File: src/rtl/node_activity_monitor.sv
// Windowed activity monitor for one observed node. It counts sample-to-sample toggles and
// rare-value samples over a captured window, and returns the counts plus a threshold alarm.
module node_activity_monitor #(
  parameter int WIN_W    = 16,
  parameter int CNT_W    = 12,
  parameter bit RARE_VAL = 1'b0
) (
  input  logic             I1470_clk,
  input  logic             I1477_rst,
  input  logic             node_in,
  input  logic             start,
  input  logic             abort,
  input  logic [WIN_W-1:0] win_len,
  input  logic [CNT_W-1:0] thresh,
  output logic             busy,
  output logic             res_valid,
  input  logic             res_ready,
  output logic [CNT_W-1:0] toggle_cnt,
  output logic [CNT_W-1:0] rare_cnt,
  output logic             alarm
);

  typedef enum logic [1:0] {
    IDLE  = 2'd0,
    PRIME = 2'd1,
    RUN   = 2'd2,
    HOLD  = 2'd3
  } state_t;

  localparam logic [CNT_W-1:0] CNT_ZERO = {CNT_W{1'b0}};
  localparam logic [CNT_W-1:0] CNT_MAX  = {CNT_W{1'b1}};
  localparam logic [WIN_W-1:0] WIN_ZERO = {WIN_W{1'b0}};
  localparam logic [WIN_W-1:0] WIN_ONE  = {{(WIN_W-1){1'b0}}, 1'b1};

  state_t           state_r;
  logic             s_r;
  logic             prev_r;
  logic [WIN_W-1:0] win_r;
  logic [CNT_W-1:0] thresh_r;
  logic [CNT_W-1:0] toggle_nxt_s;
  logic [CNT_W-1:0] rare_nxt_s;

  // Counters stick at all-ones instead of wrapping.
  function automatic logic [CNT_W-1:0] sat_inc(input logic [CNT_W-1:0] v, input logic en);
    if (en && (v != CNT_MAX)) begin
      sat_inc = v + {{(CNT_W-1){1'b0}}, 1'b1};
    end else begin
      sat_inc = v;
    end
  endfunction

  // Next counter values for the current RUN sample; also feed the alarm decision.
  always_comb begin
    toggle_nxt_s = sat_inc(toggle_cnt, s_r != prev_r);
    rare_nxt_s   = sat_inc(rare_cnt, s_r == RARE_VAL);
  end

  // Input sample register, free-running in every state.
  always_ff @(posedge I1470_clk or negedge I1477_rst) begin
    if (!I1477_rst) begin
      s_r <= 1'b0;
    end else begin
      s_r <= node_in;
    end
  end

  // Window control FSM with registered status and result outputs.
  always_ff @(posedge I1470_clk or negedge I1477_rst) begin
    if (!I1477_rst) begin
      state_r    <= IDLE;
      prev_r     <= 1'b0;
      win_r      <= WIN_ZERO;
      thresh_r   <= CNT_ZERO;
      toggle_cnt <= CNT_ZERO;
      rare_cnt   <= CNT_ZERO;
      alarm      <= 1'b0;
      busy       <= 1'b0;
      res_valid  <= 1'b0;
    end else begin
      case (state_r)
        IDLE: begin
          if (start) begin
            win_r      <= win_len;
            thresh_r   <= thresh;
            toggle_cnt <= CNT_ZERO;
            rare_cnt   <= CNT_ZERO;
            alarm      <= 1'b0;
            if (win_len == WIN_ZERO) begin
              state_r   <= HOLD;
              res_valid <= 1'b1;
            end else begin
              state_r <= PRIME;
              busy    <= 1'b1;
            end
          end
        end
        PRIME: begin
          if (abort) begin
            state_r    <= IDLE;
            busy       <= 1'b0;
            toggle_cnt <= CNT_ZERO;
            rare_cnt   <= CNT_ZERO;
          end else begin
            prev_r  <= s_r;
            state_r <= RUN;
          end
        end
        RUN: begin
          // Abort takes priority, even on the final window edge.
          if (abort) begin
            state_r    <= IDLE;
            busy       <= 1'b0;
            toggle_cnt <= CNT_ZERO;
            rare_cnt   <= CNT_ZERO;
          end else begin
            win_r      <= win_r - WIN_ONE;
            toggle_cnt <= toggle_nxt_s;
            rare_cnt   <= rare_nxt_s;
            prev_r     <= s_r;
            if (win_r == WIN_ONE) begin
              state_r   <= HOLD;
              busy      <= 1'b0;
              res_valid <= 1'b1;
              alarm     <= (thresh_r != CNT_ZERO) && (rare_nxt_s >= thresh_r);
            end
          end
        end
        HOLD: begin
          if (res_ready) begin
            state_r   <= IDLE;
            res_valid <= 1'b0;
          end
        end
        default: begin
          state_r   <= IDLE;
          busy      <= 1'b0;
          res_valid <= 1'b0;
        end
      endcase
    end
  end

endmodule
File: config.mk
export PLATFORM = sky130hd
export DESIGN_NAME = node_activity_monitor
export DESIGN_NICKNAME = d
export VERILOG_FILES = /design/src/rtl/node_activity_monitor.sv
export SDC_FILE = /design/constraint.sdc
export NUM_CORES = 1
export LEC_CHECK = 0
export CELL_PAD_IN_SITES_DETAIL_PLACEMENT = 1
export CELL_PAD_IN_SITES_GLOBAL_PLACEMENT = 1
export CORE_UTILIZATION = 41
export DETAILED_ROUTE_END_ITERATION = 12
export GPL_ROUTABILITY_DRIVEN = 0
export GPL_TIMING_DRIVEN = 0
export PLACE_DENSITY = 0.83
export SYNTH_ARGS = -nofsm -noshare
export SYNTH_HDL_FRONTEND = slang
export SYNTH_SLANG_ARGS = --single-unit
File: constraint.sdc
create_clock -name I1470_clk -period 3.1 [get_ports I1470_clk]
set_clock_uncertainty 0.1 [all_clocks]
set_input_delay 0.465 -clock I1470_clk [delete_from_list [all_inputs] [get_ports I1470_clk]]
set_output_delay 0.465 -clock I1470_clk [all_outputs]
set_load 0.01 [all_outputs]
==> summary.md, run 1 <==
| Metric | Value |
|---|---|
| Status | `complete, no violations` |
| Die H | `96.6 um` |
| CP cell instances | `ha_2 -> nand3_2 -> or3_4 -> nand3_1 -> o21a_1 -> ha_1 -> a211o_1 -> a31oi_1 -> o221ai_2 -> a221oi_2 -> o2bb2ai_1` |
| Boundary Pins | `61` |
| Req. time, crit path | `3210 ps` |
| Die ar. | `9340 sq um` |
| Mapped Area | `3670 sq um` |
| Post-route cell area | `4660 sq um` |
| Vias after detailed routing | `3394` |
| First DRT Iteration DRCs | `108` |
| Seq/Total Area, Yosys | `0.402` |
| Number of routed nets with antenna violations | `0` |
| Total power | `3.57 mW` |
| Worst VDD drop | `0.401 mV` |
| Pwr dens | `765 nW/um^2` |
| Combinational share of power | `0.437` |
| Setup Viol. Count Final | `0` |
| CP top delay family | `compound AO/OA/AOI/OAI gates` |
| Sw frac | `0.413` |
| Initial antenna violation count | `0` |
| Skew-Pair Late Insertion Delay | `340 ps` |
| Number of enable flip-flop cells after synthesis | `0` |
| Slowest library cell on the worst path | `dfrtp_2` |
| Syn avg cell area | `9.13 sq um` |
| Tcrit/Tclk final | `0.975` |
| Layout Area Growth over Synthesis | `27.1%` |
| Grt ovf | `0` |
| Setup crit end kind | `flip-flop` |
| Final Hold Vio Count | `0` |
| DRT Pass-1 Iters | `4` |
| DP HPWL | `7760 um` |
| Crit-path max cell delay | `440 ps` |
| Yosys cell types | `54` |
| Worst r2r path cells | `11` |
| Largest net degree at the start of global routing | `33` |
| Layout cells sized above 1 | `0.103` |
| Port bufs | `60` |
| Syn nets | `457` |
| Slew margin rel. | `0.392` |
| TritonCTS Buffers | `9` |
| Post-synthesis compound-gate area fraction | `0.159` |
| Cells after Synth | `402` |
| Via-to-Cell Ratio | `5.80` |
| Placed inst area | `4420 sq um` |
| RSZ-0062 raised after global routing | `true` |
| LEAKAGE | `1.90 nW` |
| CTS Buffer Depth | `2` |
| Hold_buf cts | `0` |
| Most frequent cells in the layout | `59 x clkdlybuf4s50_1, 57 x dfrtp_1, 29 x nor2_1, 27 x nand2_1, 27 x a21oi_1` |
| Synth warnings | `0` |
| Setup slack, reg-to-reg | `80 ps` |
| Commonest non-fill, non-tap cell in the layout | `clkdlybuf4s50_1` |
| CP bufs+invs | `0` |
| Post-synth ARST share | `1.00` |
| Clock transition at the registers of the reported paths | `70 ps` |
| Rows | `34` |
| Core area | `8680 sq um` |
| First-pass GRT wire length | `17700 um` |
| DRC viols | `0` |
| Mux share of post-synthesis cell area | `0.0590` |
| Root Buffer | `clkbuf_8` |
| WL per Instance | `18.1 um` |
| FMAX | `331 MHz` |
| NumNets Final | `527` |
| Slew @ Worst Pin | `903 ps` |
| Final Max Tran Viols | `0` |
| Adder-cell area share of the yosys netlist | `0.0716` |
| Total Routed Length | `10600 um` |
| Synth Area in XOR/XNOR | `0.0406` |
| Internal Power | `2.10 mW` |
| R2R Path Start | `rare_cnt[0]$_DFFE_PN0P_` |
| Largest family of logic cells by synthesized area | `simple AND/OR/NAND/NOR gates` |
| Initial Utilization | `0.423` |
| Vias in the first global route | `3622` |
| Minimum period implied by the final worst setup slack | `3020 ps` |
| Sequential share of power | `0.348` |
| Clock group share of total power | `0.215` |
| Hold crit path type | `input port to async pin` |
| Synth Flop Type | `dfrtp_1` |
| Worst Setup Start Kind | `flip-flop` |
| Clock sinks | `59` |
| Kind of critical path | `flip-flop to flip-flop` |
| Reported max-cap violation count | `0` |
| Die X | `96.6 um` |
| Fillers | `1013` |
| Reg2reg end | `alarm$_DFFE_PN0P_` |
| Diode count | `0` |
| Post-Synth Simple-Gate Area | `0.229` |
| Gr usage total | `0.236` |
| Setup Fix Bufs, Post-CTS | `0` |
| Yosys reg bits | `59` |
| Crit-path max FO | `7` |
| Crit path arrival time | `3130 ps` |
| H-tree levels | `3` |
| TritonCTS clock tree | `yes` |
| Psw | `1.47 mW` |
==> power by group through the flow <==
stage                     Combinational [mW]  Sequential, mW  Clock (mW)
final                                   1.56            1.24       0.768
after global routing                    1.73            1.28       0.812
after CTS                               1.56            1.24       0.779
after detailed placement                1.53            1.25           0
after global placement                  1.44            1.22           0
after floorplan                         1.08            1.18           0
==> what timing repair did <==
action,4_1_cts,5_1_grt
pin swaps,0,1
resized for setup,2,8
setup endpoints to repair,1,9
==> registers in the layout, summed over array words and instances, names as in the netlist <==
name and count:
alarm 1, busy 1, prev_r 1, rare_cnt 12, res_valid 1, s_r 1
state_r 2, thresh_r 12, toggle_cnt 12, win_r 16
==> cells by family after synthesis <==
kind of cell	after synthesis
XOR/XNOR	17
AND/OR/NAND/NOR	156
flip-flops	59
adder cells (fa/ha/maj)	21
AO/OA/AOI/OAI	91
multiplexers	20
buffers and inverters	38
==> layer usage <==
metal,GRT usage,vias up,part of all wire
met1,0.293,1689,0.45
met4,0.0827,0,0.017
met2,0.420,58,0.50
li1,-,1632,-
met5,0,-,0
met3,0.0303,15,0.028
==> worst max-delay path by stage <==
stage                       startpoint                       end  slack (ps)  cells after the start
2_1_floorplan  rare_cnt[0]$_DFFE_PN0P_         alarm$_DFFE_PN0P_         390                     11
3_3_place_gp                 I1477_rst     win_r[13]$_DFFE_PN0P_        -520                      1
3_5_place_dp                     abort  rare_cnt[11]$_DFFE_PN0P_         -70                      6
4_1_cts        rare_cnt[0]$_DFFE_PN0P_         alarm$_DFFE_PN0P_         0.7                     11
5_1_grt        rare_cnt[0]$_DFFE_PN0P_         alarm$_DFFE_PN0P_         -60                     11
6_report       rare_cnt[0]$_DFFE_PN0P_         alarm$_DFFE_PN0P_          80                     11
==> cell usage after synthesis, drive strengths merged, types with 3 or more instances <==
library cell | instances | area (sq um)
mux2 | 13 | 146
xnor2 | 13 | 114
or2 | 4 | 25.0
inv | 22 | 82.6
nand4 | 7 | 43.8
nand2b | 3 | 18.8
clkbuf | 15 | 56.3
a21oi | 27 | 135
a21o | 3 | 22.5
o22ai | 11 | 68.8
nand3b | 3 | 22.5
nor4 | 16 | 100
nand2 | 27 | 101
a31oi | 3 | 18.8
o21ai | 21 | 105
dfrtp | 59 | 1480
o221a | 3 | 33.8
ha | 21 | 263
or3 | 10 | 62.6
and3 | 5 | 31.3
mux2i | 7 | 70.1
nor2 | 29 | 109
nor3 | 10 | 50.1
xor2 | 4 | 35.0
or4 | 3 | 26.3
nand4b | 4 | 35.0
nor2b | 5 | 31.3
nand3 | 20 | 100
==> through the flow <==
stage | worst slack [ps] | std cells | setup TNS, ps | utilization | hold WS, ps
2_1_floorplan | 389 | 402 | 0 | - | 69.4
3_3_place_gp | -521 | 570 | -30530 | 0.508 | 402
3_5_place_dp | -66.1 | 571 | -66.1 | 0.510 | 402
4_1_cts | 0.671 | 586 | 0 | 0.535 | 85.1
5_1_grt | -58.1 | 585 | -58.1 | 0.537 | 127
6_report | 78.9 | 585 | 0 | 0.537 | 58.6
==> cell type report <==
class	count	area (sq um)	share of cell area
Multi-Input combinational cell	305	2090	0.448
Clock buffer	11	131	0.0282
Sequential cell	59	1480	0.317
Timing Repair Buffer	61	616	0.132
Tap cell	108	135	0.0290
Inverter	22	82.6	0.0177
Buffer	14	53.8	0.0115
Clock inverter	5	77.6	0.0166
Power figures use the tool's default switching activity.
==> inputs of run 2 (changes only) <==
--- a/config.mk
+++ b/config.mk
@@ -7,6 +7,8 @@
 export LEC_CHECK = 0
 export CELL_PAD_IN_SITES_DETAIL_PLACEMENT = 1
 export CELL_PAD_IN_SITES_GLOBAL_PLACEMENT = 1
+export CORE_ASPECT_RATIO = 1.4
+export CORE_MARGIN = 2
 export CORE_UTILIZATION = 41
 export DETAILED_ROUTE_END_ITERATION = 12
 export GPL_ROUTABILITY_DRIVEN = 0
==> run 2 against run 1 <==
Net effect: critical path depth shrank 4; clock power increased by 30%; global-route usage decreased by 0.55 points; cell count shrank 0.51%; via count increased by 0.21%; total power grew 6.4%.
==> summary.md, run 2 (synthesized netlist as in run 1, its figures left out) <==
| Metric | Value |
|---|---|
| R2R Path Start | `state_r[0]$_DFFE_PN0P_` |
| Max reg flops | `16` |
| Root Buffer | `clkbuf_16` |
| TNS Setup | `0 ps` |
| Reported max-cap violation count | `0` |
| Vias after detailed routing | `3401` |
| CP top delay family | `simple AND/OR/NAND/NOR gates` |
| Top reg by flops | `win_r` |
| Final Max Tran Viols | `0` |
| Initial Utilization | `0.424` |
| CP bufs+invs | `1` |
| RSZ-0062 raised after global routing | `true` |
| Via-to-Cell Ratio | `5.84` |
| Die X | `84.0 um` |
| Hold crit path type | `input port to async pin` |
| Grt ovf | `0` |
| Largest net degree at the start of global routing | `39` |
| Gr usage total | `0.231` |
| Die H | `116 um` |
| WP depth | `7` |
| Most frequent cells in the layout | `59 x clkdlybuf4s50_1, 57 x dfrtp_1, 29 x nor2_1, 27 x nand2_1, 27 x a21oi_1` |
| Slowest library cell on the worst path | `nor3_1` |
| Fillers | `1018` |
| Port bufs | `60` |
| Pwr dens | `799 nW/um^2` |
| Rows | `40` |
| Die ar. | `9740 sq um` |
| GR Util met3 | `0.0335` |
| GR peak layer | `met2` |
| Commonest non-fill, non-tap cell in the layout | `clkdlybuf4s50_1` |
| CP cell instances | `inv_1 -> ha_1 -> nor2b_1 -> nor3_1 -> nand2_1 -> or4_1 -> o211ai_1` |
| Clock sinks | `59` |
| Skew-Pair Late Insertion Delay | `340 ps` |
| Minimum period implied by the final worst setup slack | `2910 ps` |
| TritonCTS clock tree | `yes` |
| Worst Setup Start Kind | `flip-flop` |
| Critical Path Start | `state_r[0]$_DFFE_PN0P_` |
| Initial antenna violation count | `0` |
| First-pass GRT wire length | `17800 um` |
| DP HPWL | `7660 um` |
| Vias in the first global route | `3624` |
| Tcrit/Tclk final | `0.938` |
| Setup crit end kind | `flip-flop` |
| Final Hold Vio Count | `0` |
| Total Routed Length | `10500 um` |
| GR Util met1 | `0.279` |
| DRT Pass-1 Iters | `4` |
| Setup crit end | `rare_cnt[11]$_DFFE_PN0P_` |
| Worst hold slack | `9.95 ps` |
| Placed inst area | `4420 sq um` |
| Total power | `3.79 mW` |
| Crit path arrival time | `3050 ps` |
| DRC viols | `0` |
| Worst VDD drop | `0.451 mV` |
| Layout cells sized above 1 | `0.0985` |
| WL per Instance | `18.0 um` |
| Setup slack, reg-to-reg | `190 ps` |
| Req. time, crit path | `3240 ps` |
| Layout Area Growth over Synthesis | `29.3%` |
| Worst r2r path cells | `7` |
| Reg2reg end | `rare_cnt[11]$_DFFE_PN0P_` |
| Post-route cell area | `4750 sq um` |
| Crit-path max FO | `9` |
| Finished Layout Cells | `582` |
| H-tree levels | `3` |
| LEAKAGE | `1.95 nW` |
| Kind of critical path | `flip-flop to flip-flop` |
| Status | `complete, no violations` |
| Core area | `8660 sq um` |
| FMAX | `344 MHz` |
| GR Util met2 | `0.402` |
| Setup Viol. Count Final | `0` |
| Slew margin rel. | `0.400` |
| Worst setup margin | `192 ps` |
| TritonCTS Buffers | `9` |
| First DRT Iteration DRCs | `141` |
| Clock transition at the registers of the reported paths | `50 ps` |
| Pre-CTS setup slack | `-40.0 ps` |
| Dpl cells | `568` |
| NumNets Final | `528` |
| Hold_buf cts | `0` |
| Slew @ Worst Pin | `892 ps` |
| Number of routed nets with antenna violations | `0` |
| Diode count | `0` |
| Crit-path max cell delay | `670 ps` |
| Boundary Pins | `61` |
| CTS Buffer Depth | `2` |
| Fin util | `0.548` |
## run 2: changes by cell type in the layout (fill, tap and decap cells not counted), sizes merged
cell      delta
bufinv       -1
clkbuf       +3
clkinv       -1
clkinvlp     -1
## run 2: final cells by class
cell class	count	area, sq um	area share
Tap cell	105	131	0.0277
Sequential cell	59	1480	0.312
Timing Repair Buffer	61	616	0.130
Inverter	22	82.6	0.0174
Clock buffer	13	260	0.0548
Buffer	15	57.6	0.0121
Clock inverter	2	35.0	0.00738
Multi-Input combinational cell	305	2090	0.439
## run 2: power by group
part	switching (mW)	internal [mW]
clock	0.340	0.660
combinational	0.915	0.638
sequential	0.233	1.01
total	1.49	2.31
## run 2: repair_timing
item | 4_1_cts | 5_1_grt
gates resized for setup | 0 | 9
buffers inserted | 0 | 0
setup endpoints to repair | 0 | 3
## run 2: layer usage
metal | part of all wire | up-vias | routed length (um)
met2 | 0.51 | 70 | 5380
met5 | 0 | - | 0
met4 | 0.032 | 0 | 340
met3 | 0.028 | 25 | 291
met1 | 0.43 | 1684 | 4470
li1 | - | 1622 | -
## run 2: how the worst min path moves through the flow
stage,from,endpoint,cells past startpoint
6_report,I1477_rst,rare_cnt[2]$_DFFE_PN0P_,1
5_1_grt,I1477_rst,rare_cnt[2]$_DFFE_PN0P_,1
4_1_cts,I1477_rst,rare_cnt[2]$_DFFE_PN0P_,1
3_5_place_dp,I1477_rst,rare_cnt[2]$_DFFE_PN0P_,1
3_3_place_gp,prev_r$_DFFE_PN0P_,prev_r$_DFFE_PN0P_,1
2_1_floorplan,I1477_rst,alarm$_DFFE_PN0P_,0
==> inputs of run 3 (changes only) <==
--- a/config.mk
+++ b/config.mk
@@ -14,6 +14,7 @@
 export GPL_ROUTABILITY_DRIVEN = 0
 export GPL_TIMING_DRIVEN = 0
 export PLACE_DENSITY = 0.83
+export RECOVER_POWER = 100
 export SYNTH_ARGS = -nofsm -noshare
 export SYNTH_HDL_FRONTEND = slang
 export SYNTH_SLANG_ARGS = --single-unit
==> run 3 against run 2 <==
Net effect: die area did not move; utilization fell by 0.19 points; design area fell by 0.34%; critical path depth did not move; count of clock-buffer cells in the layout did not move; total power fell by 0.25%; fmax barely moved; critical path type unchanged; clock power barely moved; first-iteration DRC count fell by 5.0%; register-to-register slack barely moved; global-route usage did not move; non-clock buffer count did not move.
==> summary.md, run 3 (synthesized netlist as in run 1, its figures left out) <==
| Metric | Value |
|---|---|
| Commonest non-fill, non-tap cell in the layout | `dfrtp_1` |
| Initial antenna violation count | `0` |
| Minimum period implied by the final worst setup slack | `2910 ps` |
| Diode count | `0` |
| Vias in the first global route | `3624` |
| Initial Utilization | `0.424` |
| Worst hold slack | `267 ps` |
| WL per Instance | `18.0 um` |
| TritonCTS Buffers | `9` |
| DRC viols | `0` |
| Worst VDD drop | `0.451 mV` |
| Layout cells sized above 1 | `0.0943` |
| Kind of critical path | `flip-flop to flip-flop` |
| Total Routed Length | `10500 um` |
| Largest net degree at the start of global routing | `39` |
| Setup slack, reg-to-reg | `190 ps` |
| LEAKAGE | `2.02 nW` |
| DRT Pass-1 Iters | `4` |
| Slew margin rel. | `0.189` |
| Setup Viol. Count Final | `0` |
| Via-to-Cell Ratio | `5.84` |
| Reported max-cap violation count | `0` |
| Setup crit end kind | `flip-flop` |
| Sw frac | `0.394` |
| Fin util | `0.546` |
| Crit path arrival time | `3050 ps` |
| First-pass GRT wire length | `17800 um` |
| Clock transition at the registers of the reported paths | `50 ps` |
| Pwr dens | `800 nW/um^2` |
| Most frequent cells in the layout | `57 x dfrtp_1, 33 x clkdlybuf4s50_1, 29 x nor2_1, 27 x nand2_1, 27 x a21oi_1` |
| Port bufs | `60` |
| Status | `complete, no violations` |
| Hold crit path type | `input port to async pin` |
| Combinational share of power | `0.408` |
| Boundary Pins | `61` |
| RSZ-0062 raised after global routing | `true` |
| Number of routed nets with antenna violations | `0` |
| Root Buffer | `clkbuf_16` |
| Top reg by flops | `win_r` |
| Setup Fix Bufs, Post-CTS | `0` |
| Layout Area Growth over Synthesis | `28.9%` |
| DP HPWL | `7660 um` |
| Req. time, crit path | `3240 ps` |
| Grt ovf | `0` |
| Clock sinks | `59` |
| Core area | `8660 sq um` |
| Internal Power | `2.30 mW` |
| Hold_buf cts | `0` |
| Crit-path max FO | `9` |
| TNS Setup | `0 ps` |
| NumNets Final | `528` |
| Clock group share of total power | `0.264` |
| Tcrit/Tclk final | `0.938` |
| Die H | `116 um` |
| Die X | `84.0 um` |
| Worst Setup Start Kind | `flip-flop` |
| First DRT Iteration DRCs | `134` |
| Sequential share of power | `0.328` |
| CTS Buffer Depth | `2` |
| TritonCTS clock tree | `yes` |
| Psw | `1.49 mW` |
| FMAX | `344 MHz` |
| Final Max Tran Viols | `0` |
| Gr usage total | `0.231` |
| H-tree levels | `3` |
| # resized after CTS | `0` |
| Final Hold Vio Count | `0` |
| Rows | `40` |
| Skew-Pair Late Insertion Delay | `340 ps` |
| Slew @ Worst Pin | `1220 ps` |
| Die ar. | `9740 sq um` |
| Max reg flops | `16` |
| Vias after detailed routing | `3400` |
[run 3: final timing paths]
path | cells past startpoint | end | start
setup / recovery | 7 | rare_cnt[11]$_DFFE_PN0P_ | state_r[0]$_DFFE_PN0P_
hold / removal | 1 | rare_cnt[5]$_DFFE_PN0P_ | I1477_rst
setup reg to reg | 7 | rare_cnt[11]$_DFFE_PN0P_ | state_r[0]$_DFFE_PN0P_
hold reg to reg | 2 | res_valid$_DFFE_PN0P_ | res_valid$_DFFE_PN0P_
max in group asynchronous | 2 | win_r[5]$_DFFE_PN0P_ | I1477_rst
min in group I1470_clk | 2 | res_valid$_DFFE_PN0P_ | res_valid$_DFFE_PN0P_
[run 3: metal layers]
metal | share of wire | up-vias | GRT usage | routed length [um]
met5 | 0 | - | 0 | 0
met4 | 0.032 | 0 | 0.116 | 340
met3 | 0.028 | 25 | 0.0335 | 297
met2 | 0.51 | 75 | 0.402 | 5400
met1 | 0.43 | 1677 | 0.279 | 4470
li1 | - | 1623 | - | -
[run 3: power groups by stage]
stage	clock (mW)	sequential, mW	combinational, mW
final	1.00	1.24	1.54
after global routing	1.05	1.29	1.74
after CTS	1.02	1.24	1.55
after detailed placement	0	1.24	1.54
after global placement	0	1.22	1.45
after floorplan	0	1.18	1.08
[run 3: cell type report]
| type | instances | area, sq um |
|---|---|---|
| fill | 1021 | 3930 |
| multi-input combinational | 305 | 2090 |
| sequential | 59 | 1480 |
| timing repair buffer | 61 | 599 |
| clock buffer | 13 | 260 |
| tap | 105 | 131 |
| inverter | 22 | 82.6 |
| buffer | 15 | 57.6 |
| clock inverter | 2 | 35.0 |
[run 3: stage by stage]
stage	power, mW	cells	instance area [sq um]	setup WS, ps
global route	4.08	582	4730	-15.6
finish	3.79	582	4730	194
CTS	3.81	583	4710	68.3
global placement	2.68	567	4400	-522
floorplan	2.26	402	3670	389
detailed placement	2.78	568	4420	-40.0
[run 3: critical path, cell delays in order, from the launching register on]
cell and delay, ps:
dfrtp_1 410, inv_1 100, ha_1 270, nor2b_1 230, nor3_1 670, nand2_1 410, or4_1 520, o211ai_1 110
